===== src/rtl/cond_unit_mc.sv =====
// Multi-context conditional-execution unit: per-context NZCV flags, condition
// evaluation, gated controls, one-deep output register and saturating counters.
module cond_unit_mc #(
  parameter int NUM_CTX = 2,
  parameter int CNT_W   = 16,
  localparam int CTX_W  = (NUM_CTX > 1) ? $clog2(NUM_CTX) : 1
) (
  input  logic                     clk,
  input  logic                     rst_n,
  input  logic                     valid_i,
  output logic                     ready_o,
  input  logic [CTX_W-1:0]         ctx_i,
  input  logic [3:0]               cond_i,
  input  logic [1:0]               flag_write_i,
  input  logic [3:0]               alu_flags_i,
  input  logic                     pcs_i,
  input  logic                     reg_w_i,
  input  logic                     mem_w_i,
  input  logic                     no_write_i,
  input  logic                     ld_i,
  input  logic [CTX_W-1:0]         ld_ctx_i,
  input  logic [3:0]               ld_flags_i,
  input  logic [CTX_W-1:0]         rd_ctx_i,
  output logic [3:0]               rd_flags_o,
  output logic                     valid_o,
  input  logic                     ready_i,
  output logic [CTX_W-1:0]         ctx_o,
  output logic                     cond_ex_o,
  output logic                     pcs_o,
  output logic                     reg_w_o,
  output logic                     mem_w_o,
  output logic                     nv_o,
  output logic [NUM_CTX*CNT_W-1:0] exec_cnt_o,
  output logic [NUM_CTX*CNT_W-1:0] skip_cnt_o
);

  // One extra bit so NUM_CTX itself is representable for range checks.
  localparam logic [CTX_W:0] NCTX = (CTX_W+1)'(NUM_CTX);

  logic [3:0]       flags    [NUM_CTX];
  logic [CNT_W-1:0] exec_cnt [NUM_CTX];
  logic [CNT_W-1:0] skip_cnt [NUM_CTX];

  logic       ctx_ok, ld_ok, rd_ok;
  logic       accept, pass, is_nv;
  logic [3:0] cur_flags;

  function automatic logic cond_pass(input logic [3:0] f, input logic [3:0] c);
    logic n, z, cf, v;
    logic r;
    {n, z, cf, v} = f;
    case (c)
      4'b0000: r = z;
      4'b0001: r = ~z;
      4'b0010: r = cf;
      4'b0011: r = ~cf;
      4'b0100: r = n;
      4'b0101: r = ~n;
      4'b0110: r = v;
      4'b0111: r = ~v;
      4'b1000: r = cf & ~z;
      4'b1001: r = ~cf | z;
      4'b1010: r = (n == v);
      4'b1011: r = (n != v);
      4'b1100: r = ~z & (n == v);
      4'b1101: r = z | (n != v);
      4'b1110: r = 1'b1;
      default: r = 1'b0;
    endcase
    return r;
  endfunction

  assign ctx_ok  = {1'b0, ctx_i}    < NCTX;
  assign ld_ok   = {1'b0, ld_ctx_i} < NCTX;
  assign rd_ok   = {1'b0, rd_ctx_i} < NCTX;
  assign ready_o = ~valid_o | ready_i;
  assign accept  = valid_i & ready_o;

  always_comb begin
    cur_flags = 4'b0000;
    if (ctx_ok) cur_flags = flags[ctx_i];
  end

  always_comb begin
    rd_flags_o = 4'b0000;
    if (rd_ok) rd_flags_o = flags[rd_ctx_i];
  end

  // Out-of-range contexts never pass and never report NV.
  assign pass  = ctx_ok & cond_pass(cur_flags, cond_i);
  assign is_nv = ctx_ok & (cond_i == 4'b1111);

  // Direct load overrides any ALU update to the same context on the same edge.
  always_ff @(posedge clk) begin
    if (!rst_n) begin
      for (int k = 0; k < NUM_CTX; k++) flags[k] <= 4'b0000;
    end else begin
      for (int k = 0; k < NUM_CTX; k++) begin
        if (ld_i && ld_ok && ld_ctx_i == CTX_W'(k)) begin
          flags[k] <= ld_flags_i;
        end else if (accept && pass && ctx_i == CTX_W'(k)) begin
          if (flag_write_i[1]) flags[k][3:2] <= alu_flags_i[3:2];
          if (flag_write_i[0]) flags[k][1:0] <= alu_flags_i[1:0];
        end
      end
    end
  end

  always_ff @(posedge clk) begin
    if (!rst_n) begin
      for (int k = 0; k < NUM_CTX; k++) begin
        exec_cnt[k] <= '0;
        skip_cnt[k] <= '0;
      end
    end else if (accept && ctx_ok) begin
      for (int k = 0; k < NUM_CTX; k++) begin
        if (ctx_i == CTX_W'(k)) begin
          if (pass) begin
            if (exec_cnt[k] != '1) exec_cnt[k] <= exec_cnt[k] + CNT_W'(1);
          end else begin
            if (skip_cnt[k] != '1) skip_cnt[k] <= skip_cnt[k] + CNT_W'(1);
          end
        end
      end
    end
  end

  always_ff @(posedge clk) begin
    if (!rst_n) begin
      valid_o   <= 1'b0;
      ctx_o     <= '0;
      cond_ex_o <= 1'b0;
      pcs_o     <= 1'b0;
      reg_w_o   <= 1'b0;
      mem_w_o   <= 1'b0;
      nv_o      <= 1'b0;
    end else if (accept) begin
      valid_o   <= 1'b1;
      ctx_o     <= ctx_i;
      cond_ex_o <= pass;
      pcs_o     <= pcs_i & pass;
      reg_w_o   <= reg_w_i & pass & ~no_write_i;
      mem_w_o   <= mem_w_i & pass;
      nv_o      <= is_nv;
    end else if (ready_i) begin
      valid_o   <= 1'b0;
    end
  end

  for (genvar g = 0; g < NUM_CTX; g++) begin : g_pack
    assign exec_cnt_o[g*CNT_W +: CNT_W] = exec_cnt[g];
    assign skip_cnt_o[g*CNT_W +: CNT_W] = skip_cnt[g];
  end

endmodule


===== config.mk =====
export PLATFORM = sky130hd
export DESIGN_NAME = cond_unit_mc
export DESIGN_NICKNAME = d
export VERILOG_FILES = /design/src/rtl/cond_unit_mc.sv
export SDC_FILE = /design/constraint.sdc
export NUM_CORES = 1
export LEC_CHECK = 0
export CORE_AREA = 2 2 93 95
export DETAILED_ROUTE_END_ITERATION = 12
export DIE_AREA = 0 0 95 97
export PLACE_DENSITY_LB_ADDON = 0.05
export SKIP_LAST_GASP = 1
export SYNTH_ARGS = -nofsm -noshare
export SYNTH_HDL_FRONTEND = slang
export SYNTH_SLANG_ARGS = --single-unit

===== constraint.sdc =====
create_clock -name clk -period 9.4 [get_ports clk]
set_input_delay 1.41 -clock clk [delete_from_list [all_inputs] [get_ports clk]]
set_output_delay 1.41 -clock clk [all_outputs]
set_load 0.005 [all_outputs]

==> results of run 1 <==
flip-flops by register name, summed over array words and instances, names as in the netlist:
register,flops
exec_cnt,32
skip_cnt,32
flags,8
cond_ex_o,1
ctx_o,1
mem_w_o,1
nv_o,1
pcs_o,1
reg_w_o,1
valid_o,1
stage by stage:
stage	cells	hold slack (ns)	cell area [um^2]	power (mW)	util (%)
floorplan	437	0.4483	4431	0.5097	-
global placement	634	0.4386	5515	0.5814	67.81
detailed placement	634	0.4605	5515	0.5851	67.81
CTS	650	0.4724	5710	0.8348	70.20
global route	650	0.4845	5710	0.8667	70.20
finish	650	0.4673	5710	0.8304	70.20
where the power goes:
group	switching, mW	leakage, nW	internal [mW]
combinational	0.0628	1.08	0.0766
sequential	0.0265	0.813	0.411
clock	0.130	0.0949	0.123
worst min-delay path, stage by stage (launching register included):
cell and delay, ns:
dfxtp_1 0.32, nand2_1 0.05, a21oi_1 0.05
per-layer routing:
layer | global-route usage, % | vias up
li1 | - | 1741
met1 | 30.25 | 1680
met2 | 32.79 | 94
met3 | 5.685 | 13
met4 | 6.689 | 0
met5 | 0 | -
kinds of logic after synthesis:
family                   count (synthesis)  share of synthesized area (%)
adder cells (fa/ha/maj)                  4                          1.130
AO/OA/AOI/OAI                           45                          7.343
flip-flops                              79                          51.96
multiplexers                            11                          2.909
AND/OR/NAND/NOR                        204                          21.18
XOR/XNOR                                58                          11.47
buffers and inverters                   36                          4.010
synth_stat cells (3+ instances only):
library cell and n:
o31ai_1 5, inv_1 22, nand2_1 32, a21oi_1 14, clkbuf_1 4, nand3_1 36
xnor2_1 32, nor3_1 6, and2_1 6, ha_1 4, and3_1 13, or3_1 3
mux2i_1 5, edfxtp_1 72, mux2_2 5, dfxtp_1 7, o21ai_0 9, nand4_1 9
nor2_1 86, xor2_1 26, buf_6 4, buf_2 4, nand2b_1 3
path summary, 6_finish.rpt:
check                                        to  slack [ns]
worst max-delay path            exec_cnt[0][22]        4.80
worst min register to register          reg_w_o        0.47
worst max register to register  exec_cnt[0][22]        6.15
worst min-delay path                    reg_w_o        0.47
layout make-up:
class / count / area (um^2) / share of cell area [%]
sequential: 79 / 2302 / 40.32
tap: 105 / 131.4 / 2.301
multi-input combinational: 322 / 1951 / 34.16
timing repair buffer: 106 / 1049 / 18.36
inverter: 22 / 82.58 / 1.446
clock inverter: 7 / 71.32 / 1.249
clock buffer: 9 / 123.9 / 2.169
==> out/metrics.cfg, run 1 <==
[outcome]
status = complete, no violations

[grt]
grt_pass1_wl_mm = 15.69
grt_max_degree = 33
overflow = 0
grt_usage_pct = 21.58
antenna_found_initial = 0
grt_pass1_vias = 3232

[worst_setup_path]
crit_path_max_fanout = 32
rr_worst_depth = 7
crit_start = ctx_i
slowest_stage = nand3_1
timing.rr.start = flags[0][3]
end_kind = register
crit_family = simple AND/OR/NAND/NOR gates
required_ns = 9.57
crit_buf_inv = 2
worst_path_largest_cell_delay_ns = 0.89
setup.worst_path.start_class = input port
cp.depth = 7
worstSetupPathType = input port to register
arrival_ns = 4.78
path_cells = clkdlybuf4s50_1 > mux4_2 > a22o_1 > o221ai_2 > buf_4 > nand3_1 > nor2_1

[clock_tree]
cts_hold_buf = 0
path_clk_slew_ns = 0.09
root_buffer = clkbuf_8
cts_buffer_depth = 2
cts_tree = built
htreeDepth = 3
cts_resized = 0
post_cts_buffers = 0
cts_made_buffers = 9
clock_latency_ns = 0.35
cts_sinks = 79

[timing]
max_freq_ghz = 0.2172
max_slew_margin_pct = 18.05
skew_ns = 0.01460
max_slew.worst_pin.slew_ns = 1.226
worst_slack_ns = 4.795
setup_viol = 0
rsz0062_at_grt = false
slew_viol_final = 0
hold_violations = 0
fin_crit_ns = 4.605
fin_crit_sh_pct = 48.99
fin_setup_tns_ns = 0

[yosys]
synth_area_um2 = 4430
yosys_warnings = 0
synth_cell_types = 46
synth_edf_count = 72
syn_nets = 467
avgSynthCellArea_um2 = 10.14
synth_flop_cell = edfxtp_1
synthCells = 437
yosysSeqAreaShare_pct = 51.96
async_flop_share_pct = 0
ys_ff_latch = 79
synth_area_leaders = edfxtp_1 (49%), nor2_1 (7.3%), xnor2_1 (6.3%), xor2_1 (5.1%), nand3_1 (4.1%)
yosysTopAreaCell = edfxtp_1
yosysTopAreaCellShare_pct = 48.80

[die]
fp-row-count = 33
start_util_pct = 54.47
die_w_um = 95
dieArea_um2 = 9215
ios = 102
dieHeight_um = 97
core_um2 = 8134

[routing]
drt-initial-drc-count = 133
ant_nets = 0
drt-met1-wl_mm = 4.488
remaining_drc_errors = 0
vias_per_cell = 5.428
wl_mm = 9.835
wl_per_cell_um = 15.13
met3_length_um = 568
highest_layer = met4
drt_pre_antenna_iters = 4
met2_length_mm = 4.636
vias = 3528

[layout]
layout_commonest_cell = clkdlybuf4s50_1
num_antenna_cells = 0
nNetsFinal = 570
drive_above_1_share_pct = 5.505
fillers = 637
area_growth_pct = 28.89
most-common-layout-cells = clkdlybuf4s50_1 (101), nor2_1 (86), edfxtp_1 (72)

[placed_design]
io_buffers = 101
pre_cts_ws_ns = 4.399
dp_hpwl_mm = 7.045
gp_congestion = 0.8444

[flow_run]
drv_cap = 0

[power_and_ir_drop]
power_leakage_nw = 1.985
powerDensity_nw_per_um2 = 145.4
irDropWorstVdd_mv = 0.1092

[min_path]
hold_path_class = register to register
min_path_cells = 2
hold_path.startpoint = reg_w_o

Power figures use the tool's default switching activity.
==> inputs of run 2 (changes only) <==
- CORE_AREA: 2 2 93 95 -> 2 2 102 104
- DIE_AREA: 0 0 95 97 -> 0 0 104 106
- clock period: 9.4 -> 3.8 ns (I/O delays scaled with it)
==> out/metrics.cfg, run 2 (synthesis gave the netlist of run 1 again) <==
[outcome]
status = complete, no violations  ; unchanged

[flow_run]
drv_cap = 0  ; unchanged

[layout]
area_growth_pct = 31.35  ; was 28.89%
drive_above_1_share_pct = 6.193  ; was 5.505%
num_antenna_cells = 0  ; unchanged
nNetsFinal = 574  ; was 570
most-common-layout-cells = clkdlybuf4s50_1 (101), nor2_1 (86), edfxtp_1 (72)  ; unchanged
fin_area_um2 = 5819  ; was 5710 um^2
layout_commonest_cell = clkdlybuf4s50_1  ; unchanged
top_regs = exec_cnt x32, skip_cnt x32, flags x8  ; unchanged
fillers = 922  ; was 637

[worst_setup_path]
required_ns = 3.87  ; was 9.57 ns
end_kind = register  ; unchanged
crit_buf_inv = 2  ; unchanged
r2r_setup_slack_ns = 1.04  ; was 6.15 ns
arrival_ns = 3.19  ; was 4.78 ns
worstSetupPathType = input port to register  ; unchanged
crit_family = compound AO/OA/AOI/OAI gates  ; was simple AND/OR/NAND/NOR gates
path_cells = clkdlybuf4s50_1 > mux2i_1 > nor4_1 > a2111oi_4 > o221ai_2 > buf_4 > a32oi_1 > o31ai_1  ; was clkdlybuf4s50_1 > mux4_2 > a22o_1 > o221ai_2 > buf_4 > nand3_1 > nor2_1
setup.worst_path.start_class = input port  ; unchanged
worst_path_largest_cell_delay_ns = 0.64  ; was 0.89 ns
crit_path_max_fanout = 23  ; was 32
slowest_stage = clkdlybuf4s50_1  ; was nand3_1

[grt]
grt_max_degree = 33  ; unchanged
grt_pass1_vias = 3442  ; was 3232
grt_pass1_wl_mm = 16.77  ; was 15.69 mm
overflow = 0  ; unchanged
antenna_found_initial = 0  ; unchanged
grt_usage_pct = 18.70  ; was 21.58%

[clock_tree]
post_cts_buffers = 0  ; unchanged
cts_hold_buf = 0  ; unchanged
htreeDepth = 3  ; unchanged
cts_tree = built  ; unchanged
clock_latency_ns = 0.35  ; about the same
cts_made_buffers = 9  ; unchanged
path_clk_slew_ns = 0.08  ; was 0.09 ns
cts_sinks = 79  ; unchanged
cts_resized = 0  ; unchanged
cts_buffer_depth = 2  ; unchanged
root_buffer = clkbuf_8  ; unchanged

[die]
ios = 102  ; unchanged
fp-row-count = 37  ; was 33
dieHeight_um = 106  ; was 97 um
core_um2 = 10000  ; was 8134 um^2
die_w_um = 104  ; was 95 um
dieArea_um2 = 11020  ; was 9215 um^2
start_util_pct = 44.31  ; was 54.47%

[routing]
drt_pre_antenna_iters = 4  ; unchanged
drt-initial-drc-count = 102  ; was 133
vias = 3504  ; was 3528
wl_per_cell_um = 14.60  ; was 15.13 um
wl_mm = 10.00  ; was 9.835 mm
remaining_drc_errors = 0  ; unchanged
vias_per_cell = 5.115  ; was 5.428
ant_nets = 0  ; unchanged

[timing]
setup_viol = 0  ; unchanged
skew_ns = 0.01922  ; was 0.01460 ns
max_freq_ghz = 0.3211
rsz0062_at_grt = false  ; unchanged
fin_crit_ns = 3.115
fin_crit_sh_pct = 81.97
fin_setup_tns_ns = 0  ; unchanged
max_slew_margin_pct = 62.27  ; was 18.05%
slew_viol_final = 0  ; unchanged
hold_violations = 0  ; unchanged
max_slew.worst_pin.slew_ns = 0.5659  ; was 1.226 ns

[placed_design]
io_buffers = 101  ; unchanged
dp_hpwl_mm = 7.185  ; was 7.045 mm
gp_congestion = 0.8583  ; was 0.8444
dpl_cell_area_um2 = 5584  ; was 5515 um^2

[min_path]
hold_path_class = register to register  ; unchanged

[power_and_ir_drop]
power_leakage_nw = 2.027  ; was 1.985 nW
irDropWorstVdd_mv = 0.1971  ; was 0.1092 mV
powerDensity_nw_per_um2 = 374.6  ; was 145.4 nW/um^2

-- run 2: path summary, 6_finish.rpt --
check,start,end,depth (start not counted)
max,ctx_i,flags[1][0],8
min,reg_w_o,reg_w_o,2
max reg2reg,flags[1][3],flags[1][0],7
min reg2reg,reg_w_o,reg_w_o,2
-- run 2: metrics by stage --
step                setup WS (ns)  total power, mW  cells  utilization, %  hold WS, ns
floorplan                  0.2383            1.261    437               -       0.4483
detailed placement         0.3693            1.450    669           55.84       0.4530
CTS                        0.7510            2.197    685           58.20       0.4624
global placement           0.5010            1.446    669           55.84       0.4397
global route               0.5109            2.273    685           58.20       0.4828
finish                     0.6852            2.180    685           58.20       0.4599
-- run 2: routing by layer --
metal	routed length (um)	GRT usage [%]	vias up
met5	0	0	-
met4	119	6.853	0
met3	489	4.047	8
met2	4650	29.42	84
met1	4742	25.55	1659
li1	-	-	1753
-- run 2: layout make-up --
cell class                 instances  area [um^2]  share of cell area, %
sequential                        79         2302                  39.56
clock buffer                      10        127.6                  2.193
inverter                          22        82.58                  1.419
multi-input combinational        322         1951                  33.52
timing repair buffer             110         1079                  18.53
tap                              136        170.2                  2.924
clock inverter                     6        107.6                  1.849
-- run 2: report_power, final --
part	switching, mW	internal [mW]	total, mW
registers	0.0659	1.02	1.08
clock network	0.314	0.436	0.751
logic	0.155	0.191	0.346
total	0.535	1.65	2.18
-- run 2: worst register-to-register path, delay by kind of cell (launching register included) --
kind	cells	cell delay [ns]
compound gates	4	1.13
mux	1	0.52
flops	1	0.43
buf+inv	1	0.22
xor+xnor	1	0.19
==> inputs of run 3 (changes only) <==
- clock period: 3.8 -> 2.51 ns (I/O delays scaled with it)
==> out/metrics.cfg, run 3 (synthesis gave the netlist of run 1 again) <==
[worst_setup_path]
end_kind = register  ; unchanged
arrival_ns = 2.61  ; was 3.19 ns
rr_worst_depth = 8  ; was 7
setup.worst_path.start_class = register  ; was input port
r2r-end = exec_cnt[0][4]  ; was flags[1][0]
crit_path_max_fanout = 16  ; was 23
crit_start = flags[1][3]  ; was ctx_i
required_ns = 2.58  ; was 3.87 ns
cp-endpoint = exec_cnt[0][4]  ; was flags[1][0]
worstSetupPathType = register to register  ; was input port to register
timing.rr.start = flags[1][3]  ; unchanged
r2r_setup_slack_ns = -0.03  ; was 1.04 ns

[layout]
final_core_util_pct = 62.04  ; was 58.20%
area_growth_pct = 40.02  ; was 31.35%
drive_above_1_share_pct = 14.29  ; was 6.193%
nNetsFinal = 613  ; was 574
num_antenna_cells = 0  ; unchanged
fillers = 866  ; was 922
most-common-layout-cells = clkdlybuf4s50_1 (100), nor2_1 (86), edfxtp_1 (72)  ; was clkdlybuf4s50_1 (101), nor2_1 (86), edfxtp_1 (72)
top_regs = exec_cnt x32, skip_cnt x32, flags x8  ; unchanged
layout_commonest_cell = clkdlybuf4s50_1  ; unchanged

[timing]
fin_crit_sh_pct = 101.1
max_slew.worst_pin.slew_ns = 0.6798  ; was 0.5659 ns
skew_ns = 0.008709  ; was 0.01922 ns
fin_setup_tns_ns = -0.3917  ; was 0 ns
slew_viol_final = 0  ; unchanged
rsz0062_at_grt = true  ; was false
worst_slack_ns = -0.02704  ; was 0.6852 ns
setup_viol = 27  ; was 0
fin_crit_ns = 2.537
max_freq_ghz = 0.3942
hold_violations = 0  ; unchanged
max_slew_margin_pct = 54.26  ; was 62.27%

[clock_tree]
clock_latency_ns = 0.36  ; was 0.35 ns
cts_sinks = 79  ; unchanged
path_clk_slew_ns = 0.08  ; about the same
cts_buffer_depth = 2  ; unchanged
root_buffer = clkbuf_8  ; unchanged
cts_hold_buf = 0  ; unchanged
cts_tree = built  ; unchanged
cts_made_buffers = 9  ; unchanged
htreeDepth = 3  ; unchanged

[min_path]
hold_path_class = register to register  ; unchanged

[power_and_ir_drop]
irDropWorstVdd_mv = 0.3101  ; was 0.1971 mV
power_leakage_nw = 2.224  ; was 2.027 nW
powerDensity_nw_per_um2 = 510.9  ; was 374.6 nW/um^2

[die]
die_w_um = 104  ; unchanged
dieArea_um2 = 11020  ; unchanged
ios = 102  ; unchanged
fp-row-count = 37  ; unchanged
core_um2 = 10000  ; unchanged
start_util_pct = 44.31  ; unchanged
dieHeight_um = 106  ; unchanged

[routing]
wl_mm = 10.12  ; was 10.00 mm
vias = 3630  ; was 3504
wl_per_cell_um = 13.97  ; was 14.60 um
remaining_drc_errors = 0  ; unchanged
drt_pre_antenna_iters = 4  ; unchanged
drt-initial-drc-count = 164  ; was 102
vias_per_cell = 5.014  ; was 5.115
ant_nets = 0  ; unchanged

[flow_run]
drv_cap = 0  ; unchanged

[grt]
grt_max_degree = 33  ; unchanged
grt_usage_pct = 18.89  ; was 18.70%
antenna_found_initial = 0  ; unchanged
grt_pass1_vias = 3460  ; was 3442
overflow = 0  ; unchanged
grt_pass1_wl_mm = 16.80  ; was 16.77 mm

[placed_design]
gp_congestion = 0.8751  ; was 0.8583
dp_hpwl_mm = 7.456  ; was 7.185 mm
io_buffers = 101  ; unchanged

[outcome]
status = finished with violations  ; was complete, no violations
violations = negative setup slack

-- run 3: changes by cell type in the layout (fill, tap and decap cells not counted), moves of 2 or more --
cell / previous run / this run
o21ai_0: 5 / 3
bufinv_16: 3 / 0
o21ai_4: 0 / 4
o21ai_1: 4 / 2
buf_4: 9 / 42
clkinvlp_4: 0 / 3
buf_12: 0 / 5
-- run 3: how the worst min path moves through the flow --
stage                 start       to  slack [ns]  cells past startpoint
global route          pcs_o    pcs_o        0.49                      2
finish              reg_w_o  reg_w_o        0.46                      2
detailed placement  reg_w_o  reg_w_o        0.45                      2
CTS                 reg_w_o  reg_w_o        0.46                      2
floorplan           mem_w_o  mem_w_o        0.45                      2
global placement      pcs_o    pcs_o        0.44                      2
-- run 3: layout make-up --
cell class | instances | area (um^2) | area share (%)
flip-flops and latches | 79 | 2302 | 37.11
multi-input cells | 322 | 2029 | 32.71
repair buffers | 149 | 1436 | 23.15
well taps | 136 | 170.2 | 2.743
clock buffers | 10 | 137.6 | 2.219
inverters | 22 | 82.58 | 1.331
clock inverters | 6 | 45.04 | 0.7261
-- run 3: what timing repair did --
action / in CTS / in global routing
setup endpoints to repair: 78 / 81
hold endpoints to repair: 0 / 0
setup buffers: 0 / 2
resized for setup: 2 / 7
-- run 3: worst max-delay path: stages (launching register included) --
cell      delay, ns
edfxtp_1       0.43
xnor2_1        0.18
mux4_2         0.53
a22o_1         0.27
o221ai_2       0.21
buf_4          0.17
nand2_2        0.10
o21ai_4        0.19
buf_12         0.17
-- run 3: report_power, final --
group / switching [mW] / total [mW] / leakage, nW / internal [mW]
sequential: 0.0899 / 1.63 / 0.813 / 1.54
combinational: 0.277 / 0.648 / 1.33 / 0.372
clock: 0.502 / 0.891 / 0.0849 / 0.389
-- run 3: stage by stage --
step	worst slack [ns]	hold slack, ns	cells	area, um^2	power [mW]
after global placement	-0.5643	0.4436	706	5972	2.283
after CTS	0.0008828	0.4629	722	6153	3.182
after detailed placement	-0.5306	0.4492	706	5972	2.289
after floorplan	0.006041	0.4483	437	4482	1.921
final	-0.02704	0.4566	724	6203	3.170
after global routing	-0.1361	0.4904	724	6203	3.310
-- run 3: routing by layer --
layer  track usage [%]  part of all wire (%)  up-vias
li1                  -                     -     1822
met1             26.99                    51     1707
met2             28.05                    43       91
met3             3.740                   4.5       10
met4             8.012                   1.5        0
met5                 0                     0        -
